[src/rtl/wb_queue_pkg.sv]
// wb_queue_pkg: shared widths, constants and types for the write-back queue
package wb_queue_pkg;
    localparam int RegBus = 32;
    localparam int RegAddrBus = 5;
    localparam int WbqDepth = 4;
    localparam int PtrW = $clog2(WbqDepth);
    localparam logic WriteEnable = 1'b1;
    localparam logic [RegBus-1:0] ZeroWord = '0;
    typedef logic [RegBus-1:0] word_t;
    typedef logic [RegAddrBus-1:0] reg_addr_t;
    typedef logic [PtrW-1:0] ptr_t;
endpackage

[src/rtl/wb_queue_lookup.sv]
// wbq_lookup: youngest-match forwarding search over pending and same-cycle write-backs
module wbq_lookup
    import wb_queue_pkg::*;
(
    input  reg_addr_t                  raddr,
    input  logic [WbqDepth-1:0]        valid,
    input  reg_addr_t [WbqDepth-1:0]   addr,
    input  word_t [WbqDepth-1:0]       data,
    input  ptr_t                       head,
    input  logic                       push_a,
    input  reg_addr_t                  a_addr,
    input  word_t                      a_data,
    input  logic                       push_b,
    input  reg_addr_t                  b_addr,
    input  word_t                      b_data,
    output logic                       hit,
    output word_t                      fdata
);
    // walk oldest to youngest so later matches win, then A and B pushes, B last as youngest
    always_comb begin
        hit = 1'b0;
        fdata = ZeroWord;
        for (int i = 0; i < WbqDepth; i++) begin
            if (valid[head + ptr_t'(i)] && addr[head + ptr_t'(i)] == raddr) begin
                hit = WriteEnable;
                fdata = data[head + ptr_t'(i)];
            end
        end
        if (push_a && a_addr == raddr) begin
            hit = WriteEnable;
            fdata = a_data;
        end
        if (push_b && b_addr == raddr) begin
            hit = WriteEnable;
            fdata = b_data;
        end
        if (raddr == '0) begin
            hit = 1'b0;
            fdata = ZeroWord;
        end
    end
endmodule

[src/rtl/wb_queue.sv]
// wb_queue: 4-entry write-back FIFO merging two result ports into one register-file write port with forwarding
module wb_queue
    import wb_queue_pkg::*;
(
    input  logic      clk,
    input  logic      rst,
    input  logic      a_we,
    input  reg_addr_t a_waddr,
    input  word_t     a_wdata,
    input  logic      b_we,
    input  reg_addr_t b_waddr,
    input  word_t     b_wdata,
    output logic      in_ready,
    output logic      we,
    output reg_addr_t waddr,
    output word_t     wdata,
    input  reg_addr_t raddr1,
    input  reg_addr_t raddr2,
    output logic      hit1,
    output logic      hit2,
    output word_t     fdata1,
    output word_t     fdata2
);
    logic [WbqDepth-1:0] valid_q, valid_d;
    reg_addr_t [WbqDepth-1:0] addr_q;
    word_t [WbqDepth-1:0] data_q;
    ptr_t head_q, head_d, tail_q, tail_d, tail_b;
    logic [2:0] count_q, count_d;
    logic push_a, push_b;

    // pushes are suppressed while reset is held so nothing leaks to the forwarding outputs
    assign in_ready = count_q <= 3'd2;
    assign push_a = a_we && a_waddr != '0 && in_ready && !rst;
    assign push_b = b_we && b_waddr != '0 && in_ready && !rst;
    assign tail_b = tail_q + ptr_t'(push_a);
    assign we = count_q != 3'd0;
    assign waddr = we ? addr_q[head_q] : '0;
    assign wdata = we ? data_q[head_q] : ZeroWord;

    // next-state: pop the head whenever writing, A enqueues before B
    always_comb begin
        valid_d = valid_q;
        if (we) valid_d[head_q] = 1'b0;
        if (push_a) valid_d[tail_q] = 1'b1;
        if (push_b) valid_d[tail_b] = 1'b1;
        head_d = head_q + ptr_t'(we);
        tail_d = tail_b + ptr_t'(push_b);
        count_d = count_q + {2'b0, push_a} + {2'b0, push_b} - {2'b0, we};
    end

    // control state with asynchronous reset
    always_ff @(posedge clk or posedge rst) begin
        if (rst) begin
            valid_q <= '0;
            head_q <= '0;
            tail_q <= '0;
            count_q <= '0;
        end else begin
            valid_q <= valid_d;
            head_q <= head_d;
            tail_q <= tail_d;
            count_q <= count_d;
        end
    end

    // payload storage is not reset; valid bits and count gate every use of it
    always_ff @(posedge clk) begin
        if (push_a) begin
            addr_q[tail_q] <= a_waddr;
            data_q[tail_q] <= a_wdata;
        end
        if (push_b) begin
            addr_q[tail_b] <= b_waddr;
            data_q[tail_b] <= b_wdata;
        end
    end

    wbq_lookup u_lookup1 (
        .raddr(raddr1), .valid(valid_q), .addr(addr_q), .data(data_q), .head(head_q),
        .push_a(push_a), .a_addr(a_waddr), .a_data(a_wdata),
        .push_b(push_b), .b_addr(b_waddr), .b_data(b_wdata),
        .hit(hit1), .fdata(fdata1)
    );

    wbq_lookup u_lookup2 (
        .raddr(raddr2), .valid(valid_q), .addr(addr_q), .data(data_q), .head(head_q),
        .push_a(push_a), .a_addr(a_waddr), .a_data(a_wdata),
        .push_b(push_b), .b_addr(b_waddr), .b_data(b_wdata),
        .hit(hit2), .fdata(fdata2)
    );
endmodule

[config.mk]
export PLATFORM = sky130hd
export DESIGN_NAME = wb_queue
export DESIGN_NICKNAME = d
export VERILOG_FILES = /design/src/rtl/wb_queue_pkg.sv /design/src/rtl/wb_queue_lookup.sv /design/src/rtl/wb_queue.sv
export SDC_FILE = /design/constraint.sdc
export NUM_CORES = 1
export LEC_CHECK = 0
export BUFFER_PORTS_ARGS = -buffer_cell sky130_fd_sc_hd__buf_2
export CAP_MARGIN = 20
export CORE_ASPECT_RATIO = 0.75
export CORE_UTILIZATION = 40
export DETAILED_ROUTE_END_ITERATION = 8
export PLACE_DENSITY_LB_ADDON = 0.25
export SETUP_SLACK_MARGIN = 0.02
export SYNTH_ARGS = -nofsm -noshare
export SYNTH_HDL_FRONTEND = slang
export SYNTH_SLANG_ARGS = --single-unit
export TNS_END_PERCENT = 100
[constraint.sdc]
create_clock -name clk -period 6.9 [get_ports clk]
set_clock_uncertainty 0.1 [all_clocks]
set_input_delay 1.38 -clock clk [delete_from_list [all_inputs] [get_ports clk]]
set_output_delay 1.38 -clock clk [all_outputs]
set_load 0.005 [all_outputs]
==> results_dict.tcl <==
set metrics [dict create \
    grt_pass1_vias 13530 \
    grt_max_degree 146 \
    drtIter0Drc 1414 \
    min_from "data_q[36]$_DFF_P_" \
    yosysWarnings 0 \
    endpoint_kind "primary output" \
    cap_violations 0 \
    netlist_area_um2 14440 \
    die_h_um 166.5 \
    drv_slew 0 \
    dr.pass1.iters 7 \
    final.min_clock_period_ns 6.368 \
    critPathKind "flop to primary output" \
    cts_setup_buffers 0 \
    post-place-ws_ns 0.9965 \
    synth_seq_cells 159 \
    clkSlewWorstSetupHoldPaths_ns 0.07 \
    postCtsHoldBufs 0 \
    routedWlPerCell_um 26.18 \
    core.rowCount 59 \
    crit_slowest_cell "nor3b_4" \
    clock_path_buffers 2 \
    worstSkewPairLatency_ns 0.44 \
    synth_top_cell_area_share 0.2184 \
    leakage_nw 6.007 \
    drtAntennaViolNets 0 \
    cts_tree "yes" \
    dr_total_vias 14030 \
    async_reset_ff_frac 0.06918 \
    ios 193 \
    drc 0 \
    synthCells 1533 \
    synth_area_leaders "mux4_2 22%, dfxtp_1 21%, mux2i_1 11%" \
    die_w_um 221.4 \
    setup_violations 0 \
    syn_area_per_cell_um2 9.420 \
    place_hpwl_um 35440 \
    status "finished clean" \
    hp-class "flop to flop" \
    grt_pass1_wl_um 83100 \
    cp.arrival_ns 4.89 \
    synth_cell_type_count 58 \
    hold_viol 0 \
    fin_tns_setup_ns 0 \
    critPathLaunch "head_q[0]$_DFF_PP0_" \
    gp_congestion 0.8646 \
    drive_gt1_frac 0.2674 \
    cpLargestDelayFamily "simple AND/OR/NAND/NOR gates" \
    antenna_found_initial 1 \
    yosysTopAreaCell "mux4_2" \
    ctsRootBufferMaster "clkbuf_16" \
    r2r-start "count_q[1]$_DFF_PP0_" \
    synth-main-ff-cell "dfxtp_1" \
    dieArea_um2 36870 \
    layout.nets 1713 \
    cp-start-kind "flop" \
    synth_edf_count 0 \
    power_density_nw_per_um2 464.6 \
    overflow 0 \
    core_um2 35140 \
    syn_to_final_growth_pct 12.33 \
    io_buffers 192 \
    clock-sinks 159 \
    ys_seq_area_frac 0.2242 \
    worst_slew_pin_slew_ns 1.173 \
    fin_ws_ns 0.5317 \
    htree_levels 4 \
    viasPerCell 6.730 \
    rsz0062_at_grt "no" \
    required_ns 5.42 \
    fin_crit_sh 0.9229 \
    worst-path-max-fanout 27 \
    max_freq_mhz 157.0 \
    cts_buffers 17 \
    post_cts_resized 0 \
    critPathMaxStageDelay_ns 0.84 \
    vdd.ir_drop.worst_mv 0.3526 \
    slew_headroom 0.2162 \
    cp_cell_sequence "inv_1 -> ha_4 -> mux4_2 -> xnor2_1 -> nand3_1 -> nor3b_4 -> buf_4 -> a221oi_1 -> or3_1 -> a21oi_1 -> buf_2" \
    track_usage 0.2918 \
    drt_wl_total_um 54580 \
    critPathBufInv 3 \
    syn-num-nets 1632 \
    start_util 0.4109 \
]
-- placed cells by master, fill, tap and decap left out, types with 32 or more instances in the layout --
cell and count:
a21oi_1 130, a221o_1 32, and2_1 39, buf_2 192, buf_4 43, dfxtp_1 148
mux2i_1 152, mux4_2 140, nand2_1 166, nor2_1 42, o211ai_1 32, o21ai_0 150
o221ai_1 65, or3_1 32, xor2_1 33
-- per-stage QoR --
step	hold WS, ns	power [W]	cells	instance area (µm²)	utilization
6_report	0.4828	0.007536	2085	16220	0.4616
5_1_grt	0.5097	0.007995	2085	16220	0.4616
4_1_cts	0.4798	0.007485	2083	16210	0.4612
3_5_place_dp	0.4669	0.006518	2051	15640	0.4450
3_3_place_gp	0.4553	0.006407	2051	15640	0.4450
2_1_floorplan	0.4101	0.005240	1533	14440	-
-- layout make-up --
type	instances	area, µm²
Clock inverter	9	81.33
Antenna cell	1	2.502
Fill cell	3346	18920
Inverter	11	41.29
Multi-Input combinational cell	1188	10470
Timing Repair Buffer	237	1315
Sequential cell	159	3246
Clock buffer	23	489.2
Tap cell	457	571.8
-- cell families after synthesis --
family | share of synthesized area
buffers and inverters | 0.05753
adder cells (fa/ha/maj) | 0.01057
flip-flops | 0.2242
AO/OA/AOI/OAI | 0.2053
AND/OR/NAND/NOR | 0.1176
XOR/XNOR | 0.03873
multiplexers | 0.3461
-- final timing paths --
check,to,slack (ns),depth (start not counted)
setup / recovery,fdata2[19],0.53,11
hold / removal,data_q[36]$_DFF_P_,0.48,2
setup reg to reg,data_q[49]$_DFF_P_,3.44,9
hold reg to reg,data_q[36]$_DFF_P_,0.48,2
max in group asynchronous,head_q[1]$_DFF_PP0_,5.68,3
min in group asynchronous,valid_q[2]$_DFF_PP0_,0.83,3
-- power by group --
group          switching [W]  leakage [nW]  total [W]  internal, W
sequential          0.000536          1.37    0.00190      0.00136
clock               0.000413         0.274   0.000950     0.000536
combinational        0.00233          4.36    0.00469      0.00235
-- worst register-to-register path, cell delays in order, from the launching register on --
cell	delay, ns
dfrtp_1	0.36
inv_1	0.08
ha_1	0.22
o21a_1	0.27
and2_1	0.25
ha_1	0.40
nand2_1	0.17
nor2_4	0.78
buf_4	0.53
o21ai_0	0.17
-- layer usage --
layer  vias to the layer above  track usage  wire (µm)
li1                       6101            -          -
met1                      6923       0.4049      23180
met2                       899       0.4449      24080
met3                       109      0.06369       5986
met4                         0       0.1070       1336
met5                         -            0          0
-- Yosys cell counts, types with 5 or more instances --
cell type	count
buf_1	7
inv_1	9
and2b_1	9
o221ai_1	65
dfxtp_1	148
or3_1	33
a21oi_1	131
mux4_1	11
buf_4	6
nor2_1	45
nor3_1	7
nand4_1	5
nand2_1	166
buf_2	48
clkbuf_1	108
nor2b_1	24
mux4_2	140
o211ai_1	32
xnor2_1	29
a221oi_1	31
dfrtp_1	11
ha_1	9
o21ai_0	150
nand3_1	6
and2_1	39
xor2_1	33
mux2i_1	152
a221o_1	32
-- sequential cells by signal, indices dropped and copies added (netlist names) --
| signal | flops |
|---|---|
| tail_q | 2 |
| count_q | 3 |
| valid_q | 4 |
| data_q | 128 |
| head_q | 2 |
| addr_q | 20 |
No activity file was read; power rests on OpenSTA's default activity.
